--- src/rtl/network_if_if.sv ---
// network_if: {val,id} stream bundle with valid/ready handshake
//   val    payload, VAL_WIDTH bits
//   id     opaque tag, ID_WIDTH bits
//   valid  source has a beat
//   ready  sink accepts the beat
//   master drives val/id/valid, slave drives ready
interface network_if #(
    parameter int VAL_WIDTH = 32,
    parameter int ID_WIDTH  = 8
);
    logic [VAL_WIDTH-1:0] val;
    logic [ID_WIDTH-1:0]  id;
    logic                 valid;
    logic                 ready;
    modport master (output val, id, valid, input ready);
    modport slave  (input val, id, valid, output ready);
endinterface

--- src/rtl/network_if_fifo.sv ---
// network_if_fifo: synchronous FIFO buffering network_if beats with registered head output
//   clk, rst   clock and synchronous active-high reset
//   in         network_if.slave, write side; in.ready never depends on out.ready
//   out        network_if.master, read side; head comes from a register
//   level      occupancy (only with NETWORK_IF_FIFO_STATS_EN)
//   max_level  sticky occupancy high-water mark (only with NETWORK_IF_FIFO_STATS_EN)
module network_if_fifo #(
    parameter int DEPTH     = 8,
    parameter int VAL_WIDTH = 32,
    parameter int ID_WIDTH  = 8
) (
    input  logic      clk,
    input  logic      rst,
    network_if.slave  in,
    network_if.master out
`ifdef NETWORK_IF_FIFO_STATS_EN
    ,
    output logic [$clog2(DEPTH):0] level,
    output logic [$clog2(DEPTH):0] max_level
`endif
);
    localparam int AW = $clog2(DEPTH);
    localparam int W  = VAL_WIDTH + ID_WIDTH;
    localparam logic [AW:0] FULL = (AW + 1)'(DEPTH);
    logic [W-1:0]  mem_q [DEPTH];
    logic [W-1:0]  head_q, head_d;
    logic [AW:0]   wr_ptr_q, wr_ptr_d, rd_ptr_q, rd_ptr_d, count, count_d;
    logic          push, pop;
    assign in.ready  = !rst && (count != FULL);
    assign out.valid = count != '0;
    assign {out.val, out.id} = head_q;
    // The head register is loaded with the beat that will be at the front after
    // this edge: the incoming beat when it lands in an otherwise empty FIFO,
    // otherwise the stored entry at the new read pointer; it holds while empty.
    always_comb begin
        count    = wr_ptr_q - rd_ptr_q;
        push     = in.valid && in.ready;
        pop      = out.valid && out.ready;
        wr_ptr_d = wr_ptr_q + {{AW{1'b0}}, push};
        rd_ptr_d = rd_ptr_q + {{AW{1'b0}}, pop};
        count_d  = wr_ptr_d - rd_ptr_d;
        head_d   = (push && rd_ptr_d == wr_ptr_q) ? {in.val, in.id}
                 : (count_d != '0) ? mem_q[rd_ptr_d[AW-1:0]] : head_q;
    end
    always_ff @(posedge clk) begin
        if (rst) begin
            wr_ptr_q <= '0;
            rd_ptr_q <= '0;
            head_q   <= '0;
        end else begin
            wr_ptr_q <= wr_ptr_d;
            rd_ptr_q <= rd_ptr_d;
            head_q   <= head_d;
        end
    end
    always_ff @(posedge clk) begin
        if (push) mem_q[wr_ptr_q[AW-1:0]] <= {in.val, in.id};
    end
`ifdef NETWORK_IF_FIFO_STATS_EN
    always_ff @(posedge clk) begin
        if (rst) begin
            level     <= '0;
            max_level <= '0;
        end else begin
            level     <= count_d;
            max_level <= (count_d > max_level) ? count_d : max_level;
        end
    end
`endif
endmodule

--- src/flat_wrapper.sv ---
// flat-port wrapper written by rule: the top's interface ports become plain ports
module network_if_fifo_flat 
#(
    parameter int DEPTH     = 8,
    parameter int VAL_WIDTH = 32,
    parameter int ID_WIDTH  = 8
)
  (clk, rst, in_val, in_id, in_valid, in_ready, out_val, out_id, out_valid, out_ready);
  network_if #(.VAL_WIDTH(VAL_WIDTH), .ID_WIDTH(ID_WIDTH)) in_i ();
  network_if #(.VAL_WIDTH(VAL_WIDTH), .ID_WIDTH(ID_WIDTH)) out_i ();
  input  logic clk;
  input  logic rst;
  input wire logic [$bits(in_i.val)-1:0] in_val;
  input wire logic [$bits(in_i.id)-1:0] in_id;
  input wire logic [$bits(in_i.valid)-1:0] in_valid;
  output wire logic [$bits(in_i.ready)-1:0] in_ready;
  output wire logic [$bits(out_i.val)-1:0] out_val;
  output wire logic [$bits(out_i.id)-1:0] out_id;
  output wire logic [$bits(out_i.valid)-1:0] out_valid;
  input wire logic [$bits(out_i.ready)-1:0] out_ready;
  assign in_i.val = in_val;
  assign in_i.id = in_id;
  assign in_i.valid = in_valid;
  assign in_ready = in_i.ready;
  assign out_val = out_i.val;
  assign out_id = out_i.id;
  assign out_valid = out_i.valid;
  assign out_i.ready = out_ready;
  network_if_fifo #(.DEPTH(DEPTH), .VAL_WIDTH(VAL_WIDTH), .ID_WIDTH(ID_WIDTH)) u_core (.clk(clk), .rst(rst), .in(in_i), .out(out_i));
endmodule
--- config.mk ---
export PLATFORM = sky130hd
export DESIGN_NAME = network_if_fifo_flat
export DESIGN_NICKNAME = d
export VERILOG_FILES = /design/src/rtl/network_if_if.sv /design/src/rtl/network_if_fifo.sv /design/src/flat_wrapper.sv
export SDC_FILE = /design/constraint.sdc
export NUM_CORES = 1
export LEC_CHECK = 0
export BUFFER_PORTS_ARGS = -buffer_cell sky130_fd_sc_hd__buf_4
export CORE_MARGIN = 3
export CORE_UTILIZATION = 40
export DETAILED_ROUTE_END_ITERATION = 16
export SYNTH_ARGS = -nofsm -noshare
export SYNTH_HDL_FRONTEND = slang
export SYNTH_SLANG_ARGS = --single-unit
--- constraint.sdc ---
create_clock -name clk -period 15.05 [get_ports clk]
set_input_delay 3.01 -clock clk [delete_from_list [all_inputs] [get_ports clk]]
set_output_delay 3.01 -clock clk [all_outputs]
set_load 0.005 [all_outputs]
Word-level counts from Yosys, hierarchy flattened
Memories as Yosys holds them, arrays and structs flattened. Index checks and enable logic that the tools add are counted.

Bits in latches: 0. Input port bits: 44. Output and inout port bits: 42. RAM bits: 320. Flip-flop bits (word level): 48. ROM bits: 0. Logic and storage cells: 22. Memories: 1.

Memories: u_core.mem_q (words 8, bits a word 40, rd ports 1, clocked after Yosys merged registers in 0, wr ports 1, line network_if_fifo.sv:25) `logic [W-1:0] mem_q [DEPTH];`.

Magnitude comparators: 0. Shifts and indexed selects: 0. Div/mod/pow operators: 0. Mux-type cells: 4. Equal/unequal tests: 2. Reductions and logical operators: 8. Multipliers: 0. Add/sub/neg operators: 4. Bitwise gates (word level): 0.

Operators by type and width (number): 40-bit 2-to-1 mux (2); 4-bit by 1-bit adder with 4-bit output (2); 4-bit nonzero test (2); 4-bit subtractor (2); 4-bit equality test (1); 1-bit logical AND (4); 4-bit inequality test, second input constant (1); 1-bit 2-to-1 mux (2); 2-bit nonzero test (1); 1-bit logical NOT (1).

Logic depth before layout (Yosys ltp)
Gate-level depths: netlist (run 1).

Depth in word-level cells: 9. Mapped depth: 20. Depth with buffers taken out: 15.

Worst setup path after synthesis (run 1)
OpenSTA, ideal clock, no wires.

Path type: input to register. Start point: input port rst. End point: memory u_core.mem_q[1][0] (netlist bit), enable pin. Data arrival time: 6.361 ns. Stages on the path: 4. Path slack: 8.202 ns. Required time: 14.563 ns. Path buffers: 1. Library setup time: 0.487 ns. Path through: clkbuf_1 -> nor3b_2 -> nand2_1 -> nor3_1.

Cells in the longest elaborated chain, start to end: 5.

Ends and longest elaborated chain: from (decl) (line flat_wrapper.sv:12) `input logic rst;`; 1-bit logical NOT (line network_if_fifo.sv:29) `assign in.ready = !rst && (count != FULL);`; 1-bit logical AND (line network_if_fifo.sv:29); 1-bit logical AND (line network_if_fifo.sv:37) `push = in.valid && in.ready;`; 1-bit 2-to-1 mux (line network_if_fifo.sv:57) `if (push) mem_q[wr_ptr_q[AW-1:0]] <= {in.val, in.id};`; 1-bit 2-to-1 mux (implied by the code) (line network_if_fifo.sv:57); to (decl) (line network_if_fifo.sv:25).

Every way passes these cells.

Worst setup path in the final report (run 1)
Start point: input port rst. End point: output port in_ready.

Cells in the longest elaborated chain, start to end: 2.

Ends and longest elaborated chain: 1-bit logical NOT (line network_if_fifo.sv:29); 1-bit logical AND (line network_if_fifo.sv:29); to (decl) (line flat_wrapper.sv:16) `output wire logic [$bits(in_i.ready)-1:0] in_ready;`.

Every way passes these cells.

==> flow_summary.toml, run 1 <==
[timing]
relSlewSlack_pct = 30.3
max_freq_ghz = 0.151
slew_violations = 0
fin_setup_tns_ns = 0
skew_ns = 0.0181
fin_ws_ns = 8.43
period_share_pct = 44.0
setup_viol = 0
hold_violations = 0
rsz0062_at_grt = "false"
finalCriticalPeriod_ns = 6.62
hold_ws_ns = 0.574
worstMarginPinSlew_ns = 1.05

[logic_synthesis]
netlist_instances = 833
synth_seq_cells = 368
ys_types = 43
ys_warn_count = 0
synth_ff_type = "edfxtp_1"
syn-cell-area_um2 = 14800
syn_nets = 887
synth_edf_count = 320
synth_async_sr_flop_share_pct = 0
ys_seq_area_share_pct = 71.6
synth_area_per_cell_um2 = 17.7

[hold_path]
hold_depth = 3
holdPathEnd = "u_core.head_q[12]$_SDFFE_PP0P_"
worst_hold_path_type = "flip-flop to flip-flop"
hold_path_startpoint = "u_core.head_q[12]$_SDFFE_PP0P_"

[power]
max-vdd-ir-drop_mv = 0.184
power_leakage_uw = 0.00551
power.total_uw = 3320
powerDensity_nw_per_um2 = 193

[clocking]
htree_levels = 2
clkSlewWorstSetupHoldPaths_ns = 0.06
cts_resized = 0
insertion_delay_ns = 0.52
postCtsSetupBuffers = 0
cts_buffer_depth = 3
clock-sinks = 368
cts_buffers = 38
cts_hold_buf = 0
root_buffer = "clkbuf_16"
cts_tree = "yes"

[worst_setup_path]
r2r_end = "u_core.head_q[4]$_SDFFE_PP0P_"
required_ns = 12.04
cp_max_fo = 33
critPathKind = "input port to output port"
reg2reg_slack_ns = 9.27
crit_path_end_kind = "output port"
reg2reg_from = "u_core.wr_ptr_q[2]$_SDFF_PP0_"
r2r_cells = 15
worstPathArrival_ns = 3.61
start_kind = "input port"

[floorplan]
core-area_um2 = 36000
die-area_um2 = 39300
die_h_um = 198
fp.dieW_um = 198
io-pin-count = 86
row_count = 69
start_util_pct = 41.0

[global_route]
grt_max_degree = 56
grt_first_pass_wirelength_um = 51000
antenna_found_initial = 1
overflow = 0
grt_pass1_vias = 8145
track_usage_pct = 17.2

[layout]
ff_latch_area_um2 = 10600
final_cell_mix = "edfxtp_1 (320), buf_4 (108), mux2i_1 (61)"
drive_above_1_share_pct = 25.7
multi_input_area_um2 = 4010
diodes = 0
layout.nets = 974
final_common_cell = "edfxtp_1"
nFillCells = 3029
fin_util_pct = 47.8
area_delta_synth_final_pct = 16.6

[routing]
dr.pass1.iters = 4
viasPerCell = 5.65
wire_per_inst_um = 23.8
drtAntennaViolNets = 0
vias = 7954
drc = 0
drt_iter0_drc = 539
wl_um = 33500

[outcome]
outcome = "completed"

[placed_design]
routabilityCongestion = 0.735
place_ws_ns = 8.01
portBuffers = 85
dp_hpwl_um = 18100

[job]
max-cap-violations = 0
[cell families (layout without fill, tap and decap cells)]
logic type                 Yosys count  count (layout)  share of synthesized area, %
muxes                              120             120                          13.1
AOI/OAI and AO/OA                  106             106                          6.03
buffers and inverters               69             184                          2.14
DFF                                368             368                          71.6
and+or+nand+nor                    145             145                          5.07
xor gates and xnor gates            15              15                          1.19
adders and majority gates           10              10                         0.847
[how the worst max path moves through the flow]
stage	from	end	slack (ns)	cells past startpoint
final	rst	in_ready	8.43	3
after global routing	out_ready	u_core.head_q[30]$_SDFFE_PP0P_	8.31	12
after CTS	rst	in_ready	8.41	3
after detailed placement	out_ready	u_core.head_q[4]$_SDFFE_PP0P_	8.01	12
after global placement	out_ready	u_core.head_q[6]$_SDFFE_PP0P_	8.10	12
after floorplan	rst	u_core.mem_q[1][0]$_DFFE_PP_	8.20	4
[stage by stage]
step / cell area (um2) / cells
6_report: 17200 / 1409
5_1_grt: 17200 / 1409
4_1_cts: 17200 / 1409
3_5_place_dp: 16000 / 1341
3_3_place_gp: 16000 / 1341
2_1_floorplan: 14800 / 833
[power by group]
group	internal (uW)	switching (uW)
Combinational	498	686
Clock	539	374
Sequential	1190	36.9
[critical path, stage by stage]
cell	delay, ns
buf_4	0.36
nor2_1	0.09
buf_4	0.15
[cell usage after synthesis (3+ instances only)]
cell	number	area (um2)
buf_6	3	33.8
buf_1	4	15.0
mux2i_1	61	611
dfxtp_1	48	961
nand2b_1	25	156
inv_1	7	26.3
clkbuf_1	31	116
xnor2_2	3	48.8
and2_1	3	18.8
a221oi_1	21	184
xor2_1	3	26.3
o21ai_0	19	95.1
o41a_1	20	225
buf_2	20	100
mux4_2	59	1330
nor2b_1	4	25.0
xnor2_1	7	61.3
nor2_1	34	128
o211ai_1	21	158
edfxtp_1	320	9610
nand3_1	22	110
nand2_1	27	101
a32o_1	19	190
ha_1	10	125
or3_1	20	125
[layout make-up]
class	count	share of cell area (%)
well taps	461	3.35
flip-flops and latches	368	61.4
inverters	8	0.174
multi-input cells	396	23.3
repair buffers	108	4.71
clock buffers	53	6.32
clock inverters	15	0.741
[layer usage]
metal / track usage (%) / part of all wire, %
met4: 4.14 / 1.9
met1: 24.7 / 45
met5: 0 / 0.042
met2: 27.6 / 48
met3: 2.91 / 5.4
[registers in the layout, summed over array words and instances, names as in the netlist]
signal           count
u_core.wr_ptr_q      4
u_core.head_q       40
u_core.mem_q       320
u_core.rd_ptr_q      4
No activity file was read; power rests on OpenSTA's default activity.
==> inputs of run 2 (changes only) <==
--- a/config.mk
+++ b/config.mk
@@ -5,6 +5,7 @@
 export SDC_FILE = /design/constraint.sdc
 export NUM_CORES = 1
 export LEC_CHECK = 0
+export ABC_AREA = 1
 export BUFFER_PORTS_ARGS = -buffer_cell sky130_fd_sc_hd__buf_4
 export CORE_MARGIN = 3
 export CORE_UTILIZATION = 40
==> constraint.sdc (replaced) <==
create_clock -name clk -period 6.7 [get_ports clk]
set_input_delay 1.34 -clock clk [delete_from_list [all_inputs] [get_ports clk]]
set_output_delay 1.34 -clock clk [all_outputs]
set_load 0.005 [all_outputs]
==> run 2 against run 1 <==
Sequential power up 120%; sequential cell count unchanged; core utilization down 0.87 points; largest cell class unchanged.
==> flow_summary.toml, run 2 <==
[clocking]
root_buffer = "clkbuf_16"
cts_buffer_depth = 3
insertion_delay_ns = 0.51
htree_levels = 2
cts_tree = "yes"
clock-sinks = 368
clkSlewWorstSetupHoldPaths_ns = 0.06
postCtsSetupBuffers = 0
cts_hold_buf = 0
cts_resized = 0
cts_buffers = 38

[logic_synthesis]
synth_async_sr_flop_share_pct = 0
synthTopCellsByCount = "edfxtp_1 (320), nand2_1 (295), nor2_1 (243), o21ai_0 (128), o22ai_1 (64)"
ys_seq_area_share_pct = 68.8
netlist_instances = 1403
ys_warn_count = 0
synth_area_per_cell_um2 = 10.9
synth_ff_type = "edfxtp_1"
synth_most_common_cell = "edfxtp_1"
yosysTopAreaCell = "edfxtp_1"
ys_top_cells_by_area = "edfxtp_1 (63%), nand2_1 (7.2%), dfxtp_1 (6.3%), nor2_1 (5.9%), o21ai_0 (4.2%)"
syn_nets = 1457
synth_edf_count = 320
syn-cell-area_um2 = 15400
yosysTopAreaCellShare_pct = 62.6
ys_types = 31
synth_seq_cells = 368

[timing]
rsz0062_at_grt = "false"
setup_viol = 0
max_freq_ghz = 0.201
fin_setup_tns_ns = 0
hold_violations = 0
slew_violations = 0
relSlewSlack_pct = 28.4
worstMarginPinSlew_ns = 1.07
fin_ws_ns = 1.72
skew_ns = 0.00901
finalCriticalPeriod_ns = 4.98
period_share_pct = 74.4

[worst_setup_path]
reg2reg_from = "u_core.rd_ptr_q[2]$_SDFF_PP0_"
worstPathArrival_ns = 5.39
cp_slowest_cell = "nand2_2"
r2r_cells = 24
crit_buf_inv = 4
reg2reg_slack_ns = 1.72
required_ns = 7.10
critPathKind = "flip-flop to flip-flop"
setup.worst_path.start = "u_core.rd_ptr_q[2]$_SDFF_PP0_"
path_delay_family = "simple AND/OR/NAND/NOR gates"
start_kind = "flip-flop"
max_stage_delay_ns = 0.54
crit_top_cell = "nand2_1"
cp_max_fo = 26
path_cells = "inv_2, ha_1, or2_1, nand2_1, nand2_1, nand2_1, inv_1, a21boi_0, ha_4, ha_2, inv_1, nand2_2, nand2_2, ha_1, nand2_1, nand2_1, a21oi_1, nand2_1, a21oi_1, nor2_4, nand2_2, inv_2, nor2_1, nor2_1"
crit_path_end_kind = "flip-flop"
r2r_end = "u_core.head_q[29]$_SDFFE_PP0P_"

[placed_design]
postPlaceCellArea_um2 = 16500
routabilityCongestion = 0.777
dp_hpwl_um = 19500
portBuffers = 85
placedCellCount = 1928
place_ws_ns = 1.68

[routing]
viasPerCell = 5.30
wire_per_inst_um = 19.1
dr.pass1.iters = 5
drt_iter0_drc = 1033
wl_um = 38100
drtAntennaViolNets = 0
drc = 0
vias = 10592

[job]
max-cap-violations = 0

[global_route]
track_usage_pct = 18.5
antenna_found_initial = 0
overflow = 0
grt_pass1_vias = 10441
grt_first_pass_wirelength_um = 59800
grt_max_degree = 113

[outcome]
outcome = "completed"

[floorplan]
row_count = 71
io-pin-count = 86
start_util_pct = 40.7
fp.dieW_um = 202
die-area_um2 = 40800
core-area_um2 = 37800
die_h_um = 202

[hold_path]
hold_path_startpoint = "u_core.head_q[5]$_SDFFE_PP0P_"
worst_hold_path_type = "flip-flop to flip-flop"
holdPathEnd = "u_core.head_q[5]$_SDFFE_PP0P_"
hold_depth = 3

[layout]
stdcell_count = 1997
drive_above_1_share_pct = 12.7
final_common_cell = "edfxtp_1"
diodes = 0
largest_reg_flops = 320
fin_util_pct = 47.0
layout.nets = 1511
final_cell_mix = "edfxtp_1 (320), nand2_1 (294), nor2_1 (235)"
area_delta_synth_final_pct = 15.5
fin_area_um2 = 17700

[power]
power_leakage_uw = 0.00660
powerDensity_nw_per_um2 = 467
max-vdd-ir-drop_mv = 0.253
-- run 2: worst min-delay path, stage by stage, from the launching register on --
cell      delay [ns]
dfxtp_1         0.32
nand3b_1        0.10
nand2_1         0.05
nor2_1          0.08
-- run 2: worst max-delay path by stage --
stage	endpoint	slack, ns	depth (start not counted)
2_1_floorplan	u_core.mem_q[1][0]$_DFFE_PP_	2.57	5
3_3_place_gp	u_core.head_q[29]$_SDFFE_PP0P_	1.64	19
3_5_place_dp	u_core.head_q[29]$_SDFFE_PP0P_	1.68	19
4_1_cts	u_core.head_q[29]$_SDFFE_PP0P_	1.71	24
5_1_grt	u_core.head_q[29]$_SDFFE_PP0P_	1.28	25
6_report	u_core.head_q[29]$_SDFFE_PP0P_	1.72	24
-- run 2: routing by layer --
layer	share of wire [%]	GRT usage, %	vias up
met4	2.0	5.33	0
met3	6.0	2.83	63
met1	46	26.2	5186
met5	0	0	-
met2	46	29.9	320
li1	-	-	5023
-- run 2: kinds of logic after synthesis --
kind of cell / Yosys count / share of synthesized area [%]
buf+inv: 129 / 3.54
flops: 368 / 68.8
xor+xnor: 4 / 0.228
fa+ha+maj: 10 / 0.815
simple gates: 646 / 17.7
compound gates: 246 / 8.84
-- run 2: final cells by class --
cell class	count	area, um2
clock buffer	51	1080
clock inverter	18	166
fill	3422	20000
sequential	368	10600
inverter	38	145
timing repair buffer	105	801
tap	511	639
multi-input combinational	906	4320
-- run 2: power by group --
part | internal, uW | leakage (uW) | switching [uW]
clock network | 1250 | 0.000616 | 846
registers | 2670 | 0.00329 | 79.5
logic | 1130 | 0.00269 | 2290
total | 5060 | 0.00660 | 3220
-- run 2: per-stage QoR --
step                total power [uW]  hold WS (ns)
detailed placement              6210         0.571
finish                          8270         0.581
floorplan                       5220         0.540
global placement                6170         0.559
CTS                             8320         0.587
global route                    8880         0.608
